### src/rtl/fsqrt_iter.sv
// Multi-cycle IEEE-754 square root using a restoring digit recurrence with valid/ready handshakes.
// Optional FSQRT_ITER_RADIX4_EN retires two root bits per iteration cycle.
module fsqrt_iter #(
  parameter int EXP_W = 8,
  parameter int MAN_W = 23,
  localparam int W = 1 + EXP_W + MAN_W
) (
  input  logic         clk,
  input  logic         rst,
  input  logic         in_valid,
  output logic         in_ready,
  input  logic [W-1:0] var1,
  input  logic [2:0]   rm,
  output logic         out_valid,
  input  logic         out_ready,
  output logic [W-1:0] res,
  output logic [4:0]   flags
);

  localparam int R    = MAN_W + 2;
  localparam int BIAS = (1 << (EXP_W - 1)) - 1;
  localparam int EW   = EXP_W + 2;
`ifdef FSQRT_ITER_RADIX4_EN
  localparam int STEP = 2;
  localparam int RB   = R + (R % 2);
`else
  localparam int STEP = 1;
  localparam int RB   = R;
`endif
  localparam int N_IT = RB / STEP;
  localparam int CW   = $clog2(N_IT + 1);
  localparam int SW   = $clog2(MAN_W + 1) + 1;
  localparam logic [W-1:0] QNAN = {1'b0, {EXP_W{1'b1}}, 1'b1, {(MAN_W-1){1'b0}}};

  // Handshake: a transfer happens on a rising edge where valid && ready; valid holds its payload until then.
  typedef enum logic [2:0] {S_IDLE, S_UNPACK, S_ITER, S_ROUND, S_DONE} state_t;
  state_t state;

  logic [W-1:0]      op;
  logic [2:0]        rm_r;
  logic [RB+1:0]     rem;
  logic [RB-1:0]     q;
  logic [2*RB-1:0]   rad;
  logic [EXP_W-1:0]  exp_r;
  logic [CW-1:0]     cnt;
  logic [W-1:0]      res_n;
  logic [4:0]        flags_n;

  logic              sign;
  logic [EXP_W-1:0]  exp_f;
  logic [MAN_W-1:0]  frac;
  logic              exp_zero, is_nan, is_snan, is_zero, is_inf, special;
  logic [W-1:0]      spec_res;
  logic [4:0]        spec_flags;

  assign sign     = op[W-1];
  assign exp_f    = op[W-2:MAN_W];
  assign frac     = op[MAN_W-1:0];
  assign exp_zero = ~|exp_f;
  assign is_nan   = (&exp_f) & (|frac);
  assign is_snan  = is_nan & ~frac[MAN_W-1];
  assign is_zero  = exp_zero & ~|frac;
  assign is_inf   = (&exp_f) & ~|frac;
  assign special  = is_nan | is_zero | is_inf | sign;

  always_comb begin
    spec_res   = op;
    spec_flags = '0;
    if (is_nan) begin
      spec_res   = QNAN;
      spec_flags = {is_snan, 4'b0000};
    end else if (!is_zero && sign) begin
      spec_res   = QNAN;
      spec_flags = 5'b10000;
    end
  end

  function automatic logic [SW-1:0] norm_shift(input logic [MAN_W-1:0] f);
    norm_shift = '0;
    for (int i = 0; i < MAN_W; i++)
      if (f[i]) norm_shift = SW'(MAN_W - i);
  endfunction

  logic [SW-1:0]          sh;
  logic [MAN_W:0]         mant;
  logic [EW-1:0]          e_unb;
  logic signed [EW-1:0]   e_even, e_half;
  logic [R-1:0]           m_adj;
  logic [EXP_W-1:0]       exp_res;

  always_comb begin
    sh      = norm_shift(frac);
    mant    = exp_zero ? ({1'b0, frac} << sh) : {1'b1, frac};
    e_unb   = exp_zero ? (EW'(1) - EW'(BIAS) - EW'(sh)) : (EW'(exp_f) - EW'(BIAS));
    m_adj   = e_unb[0] ? {mant, 1'b0} : {1'b0, mant};
    e_even  = e_unb - EW'(e_unb[0]);
    e_half  = e_even >>> 1;
    exp_res = EXP_W'(e_half + EW'(BIAS));
  end

  logic [RB+1:0]   rem_c, tr;
  logic [RB-1:0]   q_c;
  logic [2*RB-1:0] rad_c;

  always_comb begin
    rem_c = rem;
    q_c   = q;
    rad_c = rad;
    tr    = '0;
    for (int k = 0; k < STEP; k++) begin
      rem_c = {rem_c[RB-1:0], rad_c[2*RB-1 -: 2]};
      rad_c = {rad_c[2*RB-3:0], 2'b00};
      tr    = {q_c, 2'b01};
      if (rem_c >= tr) begin
        rem_c = rem_c - tr;
        q_c   = {q_c[RB-2:0], 1'b1};
      end else begin
        q_c   = {q_c[RB-2:0], 1'b0};
      end
    end
  end

  logic [MAN_W:0]    mant_t, sum;
  logic              guard, sticky, inc;
  logic [EXP_W-1:0]  rnd_exp;

  always_comb begin
    mant_t = q[RB-1 -: MAN_W+1];
    guard  = q[RB-MAN_W-2];
    sticky = (|rem) | ((RB > R) ? q[0] : 1'b0);
    case (rm_r)
      3'b001, 3'b010: inc = 1'b0;
      3'b011:         inc = guard | sticky;
      3'b100:         inc = guard;
      default:        inc = guard & (sticky | mant_t[0]);
    endcase
    // The hidden bit clears only when the increment wraps the mantissa, which marks the carry-out.
    sum     = mant_t + {{MAN_W{1'b0}}, inc};
    rnd_exp = sum[MAN_W] ? exp_r : exp_r + EXP_W'(1);
  end

  always_ff @(posedge clk) begin
    if (rst) begin
      state     <= S_IDLE;
      in_ready  <= 1'b0;
      out_valid <= 1'b0;
      res       <= '0;
      flags     <= '0;
      op        <= '0;
      rm_r      <= '0;
      rem       <= '0;
      q         <= '0;
      rad       <= '0;
      exp_r     <= '0;
      cnt       <= '0;
      res_n     <= '0;
      flags_n   <= '0;
    end else begin
      case (state)
        S_IDLE: begin
          in_ready <= 1'b1;
          if (in_valid && in_ready) begin
            op       <= var1;
            rm_r     <= rm;
            in_ready <= 1'b0;
            state    <= S_UNPACK;
          end
        end
        S_UNPACK: begin
          if (special) begin
            res_n   <= spec_res;
            flags_n <= spec_flags;
            state   <= S_DONE;
          end else begin
            rem   <= '0;
            q     <= '0;
            rad   <= {m_adj, {(2*RB-R){1'b0}}};
            exp_r <= exp_res;
            cnt   <= '0;
            state <= S_ITER;
          end
        end
        S_ITER: begin
          rem <= rem_c;
          q   <= q_c;
          rad <= rad_c;
          cnt <= cnt + CW'(1);
          if (cnt == CW'(N_IT - 1)) state <= S_ROUND;
        end
        S_ROUND: begin
          res_n   <= {1'b0, rnd_exp, sum[MAN_W-1:0]};
          flags_n <= {4'b0000, guard | sticky};
          state   <= S_DONE;
        end
        S_DONE: begin
          if (!out_valid) begin
            out_valid <= 1'b1;
            res       <= res_n;
            flags     <= flags_n;
          end else if (out_ready) begin
            out_valid <= 1'b0;
            in_ready  <= 1'b1;
            state     <= S_IDLE;
          end
        end
        default: state <= S_IDLE;
      endcase
    end
  end

endmodule
### config.mk
export PLATFORM = sky130hd
export DESIGN_NAME = fsqrt_iter
export DESIGN_NICKNAME = d
export VERILOG_FILES = /design/src/rtl/fsqrt_iter.sv
export SDC_FILE = /design/constraint.sdc
export NUM_CORES = 1
export LEC_CHECK = 0
export BUFFER_PORTS_ARGS = -buffer_cell sky130_fd_sc_hd__buf_2
export CAP_MARGIN = 20
export CORE_UTILIZATION = 56
export DETAILED_ROUTE_END_ITERATION = 12
export PLACE_DENSITY_LB_ADDON = 0.1
export SYNTH_ARGS = -nofsm -noshare
export SYNTH_HDL_FRONTEND = slang
export SYNTH_SLANG_ARGS = --single-unit
### constraint.sdc
create_clock -name clk -period 3.7 [get_ports clk]
set_input_delay 0.555 -clock clk [delete_from_list [all_inputs] [get_ports clk]]
set_output_delay 0.555 -clock clk [all_outputs]
set_load 0.02 [all_outputs]
==> results of run 1 <==
-- power groups by stage --
| stage | sequential [mW] | clock [mW] | combinational (mW) |
|---|---|---|---|
| detailed placement | 2.30 | 0 | 1.88 |
| global route | 2.26 | 2.08 | 2.10 |
| finish | 2.25 | 1.98 | 1.95 |
| floorplan | 2.26 | 0 | 1.40 |
| global placement | 2.30 | 0 | 1.88 |
| CTS | 2.25 | 2.00 | 1.89 |
-- routing by layer --
layer	vias up	wire [um]	global-route usage
li1	5864	-	-
met1	5684	15500	0.421
met2	476	16800	0.535
met3	99	2150	0.0412
met4	0	1250	0.135
met5	-	0	0
-- worst min path at each step --
stage	from	end	slack, ns	cells after the start
6_report	var1[14]	op[14]	0.33	3
5_1_grt	var1[21]	op[21]	0.33	3
4_1_cts	var1[31]	op[31]	0.33	3
3_5_place_dp	res[6]	res[6]	0.44	2
3_3_place_gp	res_n[29]	res[29]	0.44	2
2_1_floorplan	rem[26]	rem[26]	0.43	2
-- per-stage QoR --
step | cells | total power [mW] | util | cell area (um^2) | worst slack (ns)
after floorplan | 1615 | 3.66 | - | 12200 | 0.122
after detailed placement | 1911 | 4.17 | 0.611 | 12900 | 0.327
final | 1943 | 6.18 | 0.641 | 13600 | 0.265
after global routing | 1943 | 6.44 | 0.641 | 13600 | 0.0204
after global placement | 1911 | 4.18 | 0.611 | 12900 | 0.377
after CTS | 1943 | 6.14 | 0.641 | 13600 | 0.273
-- cell usage after synthesis (5+ instances only) --
cell type	n	area (um^2)
o211ai_1	26	195
o22ai_1	9	56.3
o221ai_1	5	43.8
inv_1	47	176
ha_1	37	463
a211oi_1	18	135
nor3_1	30	150
nand3_1	75	375
mux2_2	6	67.6
nand2b_1	12	75.1
clkbuf_1	85	319
o41ai_1	5	43.8
and3_1	15	93.8
o21ai_0	84	420
xor2_1	15	131
nor2_1	112	420
or2_2	7	43.8
nor2b_1	12	75.1
nor4_1	13	81.3
o211a_1	6	60.1
dfxtp_1	198	3960
o21ai_1	6	30.0
a31oi_1	14	87.6
a22o_1	6	52.6
nor4_2	5	62.6
nand2_1	277	1040
mux2i_1	44	440
buf_2	23	115
a22oi_1	32	240
nand4_1	25	156
buf_4	6	45.0
a21o_1	14	105
xnor2_1	47	412
or3_1	10	62.6
o21a_1	5	37.5
and2_1	12	75.1
o31ai_1	6	45.0
a221oi_1	5	43.8
a311oi_1	7	61.3
a21oi_1	167	836
-- area by class of cell --
cell class / instances / area share
timing repair buffer: 139 / 0.0644
tap: 275 / 0.0254
inverter: 48 / 0.0133
clock buffer: 17 / 0.0314
multi-input combinational: 1251 / 0.558
clock inverter: 15 / 0.0158
sequential: 198 / 0.292
-- kinds of logic (layout without fill, tap and decap cells) --
group	Yosys count	after routing	share of synthesized area
xor gates and xnor gates	62	62	0.0445
AOI/OAI and AO/OA	473	473	0.253
muxes	52	52	0.0454
DFF	198	198	0.325
other	1	3	0.000308
adders and majority gates	37	37	0.0380
and+or+nand+nor	624	624	0.236
buffers and inverters	166	219	0.0575
-- what timing repair did --
item / CTS / global route
hold buffers: 0 / 0
gates resized for setup: 0 / 4
setup endpoints to repair: 0 / 31
setup buffers: 0 / 0
-- registers in the layout, indices dropped and copies added (netlist names) --
name	cells
cnt	5
out_valid	1
q	25
res	32
rad	25
in_ready	1
flags_n	2
op	32
flags	2
state	3
rm_r	3
exp_r	8
rem	27
res_n	32
-- worst min-delay path, delay by kind of cell --
family,cells,cell delay [ns]
AO/OA/AOI/OAI,1,0.05
buffers and inverters,1,0.09
AND/OR/NAND/NOR,1,0.05
==> summary.txt, run 1 <==
Num CTS Buffers -> 17
final wirelength -> 35.7 mm
Post-synth EDFFs -> 0
slowest cell delay on critical path -> 0.60 ns
Pleak -> 5.11 nW
Unique masters post-synth -> 89
most frequent CP cell -> xnor2_1
Hold Slack -> 0.333 ns
DP HPWL -> 25.6 mm
CP endpoint -> exp_r[7]
most frequent cells in the layout -> nand2_1 (277), dfxtp_1 (197), a21oi_1 (167)
Die Y -> 150 um
worst r2r path cells -> 10
routed vias/inst -> 6.24
Reg power frac -> 0.364
Slew Limit Fails -> 0
FILL cells -> 1955
DR WL/cell -> 18.4 um
Root Driver -> clkbuf_16
Sw Share -> 0.378
initial drt markers -> 1251
H-tree levels -> 4
Power Density -> 455 mW/mm^2
post-route setup TNS -> 0 ns
CP Buf/Inv Count -> 0
routability cong. -> 0.990
Nets -> 1731
Min-Delay Path Class -> primary input to flop
fmax -> 0.291 GHz
CTS tree -> yes
Crit. path cell count -> 10
status -> finished, final reports clean
initial antenna violation count -> 0
commonest non-fill, non-tap cell in the layout -> nand2_1
Seq/Total Area, Yosys -> 0.325
die area -> 0.0224 mm^2
first-pass GRT wire length -> 57.6 mm
worst IR drop on VDD -> 0.293 mV
RSZ-0062 raised after global routing -> false
Slew @ Worst Pin -> 0.817 ns
Final setup viols -> 0
post-synthesis area per instance -> 7.56 um^2
worst path arrival time -> 3.77 ns
fin crit period -> 3.44 ns
startpoint types -> flop
cell family with most CP delay -> compound AO/OA/AOI/OAI gates
Critical Path End Type -> flop
Synth warnings -> 0
Cells after Synth -> 1613
critical path class -> flop to flop
Worst Setup SP -> op[17]
power share of the clock group -> 0.320
Synth Register Bits -> 198
Sequential Area -> 0.00397 mm^2
vias in the first global route -> 11087
largest net degree at the start of global routing -> 71
dominant synthesized flop cell -> dfxtp_1
area occupied by multi-input gates -> 0.00757 mm^2
Crit Reg-Reg Startpoint -> op[17]
async set-reset flop share out of synthesis -> 0
Worst R2R Setup Slack -> 0.26 ns
clk slew on worst S/H paths -> 0.09 ns
via count -> 12123
# Max-Cap Violations -> 0
Comb power frac -> 0.316
Routed Antenna Nets -> 0
Slew headroom -> 0.453
internal power -> 3.84 mW
Inserted Diodes -> 0
GRT overflow -> 0
crit-path max FO -> 13
Starting Density -> 0.576
Area growth, synth to finish -> 11.3%
Clk Latency, worst-skew pair -> 0.45 ns
Critical-path top delay cell -> or4_4
Tcrit/Tclk final -> 0.928
IO Port Bufs -> 74
Initial DRT Pass Iterations -> 5
Switching Power -> 2.33 mW
Die X -> 150 um
clock sink count -> 198
WP data required -> 4.03 ns
clk_skew -> 0.0148 ns
total track usage -> 0.323
crit-path cells -> or4_4 -> o21a_1 -> nand2_4 -> xnor2_1 -> a21oi_1 -> ha_1 -> nor2_1 -> xnor2_1 -> nand2_1 -> o41a_1
Hold Fails Final Rpt -> 0
# IOs -> 78
DRC viols -> 0
Clock Path Buffers -> 2
ratio of cells with drive above 1 in the final layout -> 0.133
Core Region -> 0.0212 mm^2
synthesized cell area -> 0.0122 mm^2
Cell Rows -> 53
Reg-to-Reg End -> exp_r[7]
Note: power is estimated with default switching activity, not from simulation.
==> run 2, diff against run 1 <==
ABC_AREA = 1   (was unset)
==> summary.txt, run 2 <==
status -> finished, final reports clean
Unique masters post-synth -> 50
Final setup viols -> 0
Die Y -> 147 um
largest net degree at the start of global routing -> 59
hold depth -> 3
fmax -> 0.292 GHz
Slew @ Worst Pin -> 0.925 ns
non-filler cells, final -> 2175
Num CTS Buffers -> 17
Core Region -> 0.0204 mm^2
Slew Limit Fails -> 0
Die X -> 147 um
Hold Fails Final Rpt -> 0
total track usage -> 0.298
Worst R2R Setup Slack -> 0.27 ns
first-pass GRT wire length -> 52.8 mm
routed vias/inst -> 5.62
via count -> 12216
clk_skew -> 0.0211 ns
final wirelength -> 32.2 mm
Tcrit/Tclk final -> 0.926
# Max-Cap Violations -> 0
Power Density -> 1100 mW/mm^2
Initial DRT Pass Iterations -> 6
placed inst area -> 0.0123 mm^2
async set-reset flop share out of synthesis -> 0
DP HPWL -> 22.8 mm
WP data required -> 4.02 ns
vias in the first global route -> 11187
clk slew on worst S/H paths -> 0.09 ns
initial antenna violation count -> 0
Inserted Diodes -> 0
worst r2r path cells -> 38
# IOs -> 78
fin crit period -> 3.43 ns
Largest regs -> op: 32 flops, res: 32 flops, res_n: 32 flops
critical path class -> flop to flop
Critical-path top delay cell -> dfxtp_1
Post-synth EDFFs -> 0
Min-Delay Path Class -> primary input to flop
largest area contributor in the synthesized netlist -> dfxtp_1
Pleak -> 5.84 nW
DRC viols -> 0
IO Port Bufs -> 74
Synth Register Bits -> 198
Post-synth top cells -> nand2_1 (483), a21oi_1 (260), dfxtp_1 (198), nand3_1 (191), inv_1 (167)
Synth warnings -> 0
most frequent CP cell -> nand2_1
slowest cell delay on critical path -> 0.40 ns
die area -> 0.0215 mm^2
commonest non-fill, non-tap cell in the layout -> nand2_1
GRT overflow -> 0
final core utilization -> 0.654
post-synthesis area per instance -> 6.38 um^2
Cell Rows -> 52
most frequent cells in the layout -> nand2_1 (480), a21oi_1 (260), nand3_1 (188)
routability cong. -> 0.980
startpoint types -> flop
CTS tree -> yes
Area growth, synth to finish -> 13.7%
share of the synthesized area in the top cell type -> 0.338
cell area after layout -> 0.0133 mm^2
Clk Latency, worst-skew pair -> 0.45 ns
Nets -> 1968
Starting Density -> 0.575
synthesized cell area -> 0.0117 mm^2
dominant synthesized flop cell -> dfxtp_1
Cells after Synth -> 1835
Clock Path Buffers -> 2
Slew headroom -> 0.380
H-tree levels -> 4
DR WL/cell -> 14.8 um
crit-path max FO -> 6
Critical Path End Type -> flop
worst IR drop on VDD -> 1.05 mV
Root Driver -> clkbuf_16
synth top area cells -> dfxtp_1 (34%), nand2_1 (15%), a21oi_1 (11%)
Cells after DPL -> 2126
worst path arrival time -> 3.75 ns
Pwr Total -> 14.7 mW
initial drt markers -> 832
quantity of hold-fixing buffers added after cts -> 0
ratio of cells with drive above 1 in the final layout -> 0.127
dominant cell by count in the synthesized netlist -> nand2_1
Routed Antenna Nets -> 0
Seq/Total Area, Yosys -> 0.338
clock sink count -> 198
## run 2: layer usage
metal | up-vias | track usage | part of all wire
met3 | 63 | 0.0441 | 0.045
met5 | - | 0 | 0
met1 | 5601 | 0.363 | 0.43
met2 | 349 | 0.530 | 0.50
met4 | 0 | 0.107 | 0.030
li1 | 6203 | - | -
## run 2: final timing paths
| path | startpoint | end |
|---|---|---|
| worst max register to register | op[2] | exp_r[7] |
| worst min-delay path | var1[16] | op[16] |
| worst min register to register | res[13] | res[13] |
| worst max-delay path | op[2] | exp_r[7] |
## run 2: per-stage QoR
stage | worst slack [ns] | hold WS (ns) | TNS [ns]
after floorplan | 0.192 | 0.441 | 0
after global placement | 0.224 | 0.447 | 0
after detailed placement | 0.0710 | 0.452 | 0
after CTS | 0.0377 | 0.370 | 0
after global routing | -0.0517 | 0.401 | -0.0517
final | 0.273 | 0.382 | 0
## run 2: layout make-up
type	count	area, um^2
clock inverter	15	224
multi-input combinational	1366	6820
timing repair buffer	130	830
tap	270	338
clock buffer	17	425
fill	1891	7050
sequential	198	4000
inverter	179	677
## run 2: logic make-up after synthesis
kind of cell	count (synthesis)	synth area share
buffers and inverters	273	0.0915
XOR/XNOR	29	0.0217
flip-flops	198	0.338
AO/OA/AOI/OAI	456	0.204
other	1	0.000320
adder cells (fa/ha/maj)	37	0.0395
AND/OR/NAND/NOR	841	0.305
## run 2: what timing repair did
action | CTS | global route
buffers inserted | 0 | 16
setup endpoints to repair | 0 | 13
gates resized for setup | 0 | 67
## run 2: worst max-delay path: cells and delay by family (launching register included)
| family | cells | cell delay (ns) |
|---|---|---|
| AND/OR/NAND/NOR | 30 | 2.11 |
| adder cells (fa/ha/maj) | 2 | 0.36 |
| flip-flops | 1 | 0.40 |
| buffers and inverters | 4 | 0.31 |
| AO/OA/AOI/OAI | 2 | 0.14 |
## run 2: power breakdown
| part | total [mW] | switching (mW) | internal (mW) |
|---|---|---|---|
| logic | 9.95 | 6.62 | 3.33 |
| registers | 2.76 | 0.262 | 2.50 |
| clock network | 2.00 | 1.04 | 0.959 |
| total | 14.7 | 7.92 | 6.78 |
==> run 3, diff against run 2 <==
REMOVE_ABC_BUFFERS = 1   (was unset)
SLEW_MARGIN = 15   (was unset)
==> summary.txt, run 3 (synthesis gave the netlist of run 2 again) <==
status -> finished, final reports clean
non-filler cells, final -> 2171
crit-path max FO -> 4
RSZ-0062 raised after global routing -> true
hold depth -> 3
Core Region -> 0.0204 mm^2
Cell Rows -> 52
WP data required -> 4.01 ns
DR WL/cell -> 14.9 um
Hold Slack -> 0.381 ns
Routed Antenna Nets -> 0
die area -> 0.0215 mm^2
most frequent cells in the layout -> nand2_1 (479), a21oi_1 (259), nand3_1 (188)
Clock Path Buffers -> 2
IO Port Bufs -> 74
Critical-path top delay cell -> dfxtp_2
first-pass GRT wire length -> 52.4 mm
# Max-Cap Violations -> 0
via count -> 12176
worst r2r path cells -> 28
cell family with most CP delay -> simple AND/OR/NAND/NOR gates
final core utilization -> 0.652
slowest cell delay on critical path -> 0.37 ns
Largest regs -> op: 32 flops, res: 32 flops, res_n: 32 flops
fmax -> 0.285 GHz
worst path arrival time -> 3.82 ns
Starting Density -> 0.575
GRT overflow -> 0
Cells after DPL -> 2129
Slew @ Worst Pin -> 1.01 ns
total track usage -> 0.297
critical path class -> flop to flop
Inserted Diodes -> 0
initial drt markers -> 697
commonest non-fill, non-tap cell in the layout -> nand2_1
Crit. path cell count -> 28
largest net degree at the start of global routing -> 71
H-tree levels -> 4
cell area after layout -> 0.0133 mm^2
Final setup viols -> 0
Root Driver -> clkbuf_16
Slew Limit Fails -> 0
FILL cells -> 1933
DRC viols -> 0
clk_skew -> 0.0200 ns
Initial DRT Pass Iterations -> 7
Die Y -> 147 um
Num CTS Buffers -> 17
fin crit period -> 3.50 ns
placed inst area -> 0.0124 mm^2
clock sink count -> 198
Slew headroom -> 0.323
CTS tree -> yes
Clk Latency, worst-skew pair -> 0.45 ns
routability cong. -> 0.918
CP Buf/Inv Count -> 6
Hold Fails Final Rpt -> 0
Die X -> 147 um
Critical Path End Type -> flop
final wirelength -> 32.4 mm
Tcrit/Tclk final -> 0.947
vias in the first global route -> 11152
# IOs -> 78
DP HPWL -> 22.6 mm
clk slew on worst S/H paths -> 0.09 ns
initial antenna violation count -> 0
ratio of cells with drive above 1 in the final layout -> 0.127
Min-Delay Path Class -> primary input to flop
Area growth, synth to finish -> 13.3%
Nets -> 1964
startpoint types -> flop
routed vias/inst -> 5.61
[run 3: through the flow]
stage	worst slack [ns]	TNS (ns)
2_1_floorplan	-0.682	-39.86
3_3_place_gp	0.0912	0
3_5_place_dp	-0.00750	-0.00750
4_1_cts	0.0428	0
5_1_grt	-0.152	-0.550
6_report	0.197	0
[run 3: what timing repair did]
action	in CTS	in global routing
pin swaps	0	11
setup buffers	0	10
endpoints found under the setup margin	1	12
hold buffers	0	0
resized for setup	1	69
[run 3: final timing paths]
kind | startpoint | endpoint | slack, ns
min reg2reg | res[15] | res[15] | 0.46
max reg2reg | rem[6] | res_n[20] | 0.20
min | rm[2] | rm_r[2] | 0.38
max | rem[6] | res_n[20] | 0.20
[run 3: layout make-up]
class,instances,area [um^2],share of cell area
clock buffer,17,425,0.0320
clock inverter,15,226,0.0171
inverter,179,672,0.0506
multi-input combinational,1366,6830,0.515
sequential,198,4000,0.301
tap,270,338,0.0254
timing repair buffer,126,779,0.0587
[run 3: layer usage]
metal	wire, um	GRT usage
met1	14100	0.360
met2	15800	0.523
met3	1460	0.0363
met4	1140	0.132
met5	0	0
[run 3: worst min-delay path, delay by kind of cell]
kind | cells | cell delay, ns
AOI/OAI and AO/OA | 2 | 0.17
buffers and inverters | 1 | 0.07
Power of run 3 is left out: the tool's default activity adds up to more than one toggle a clock period on the data nets, which glitch-free logic cannot reach.
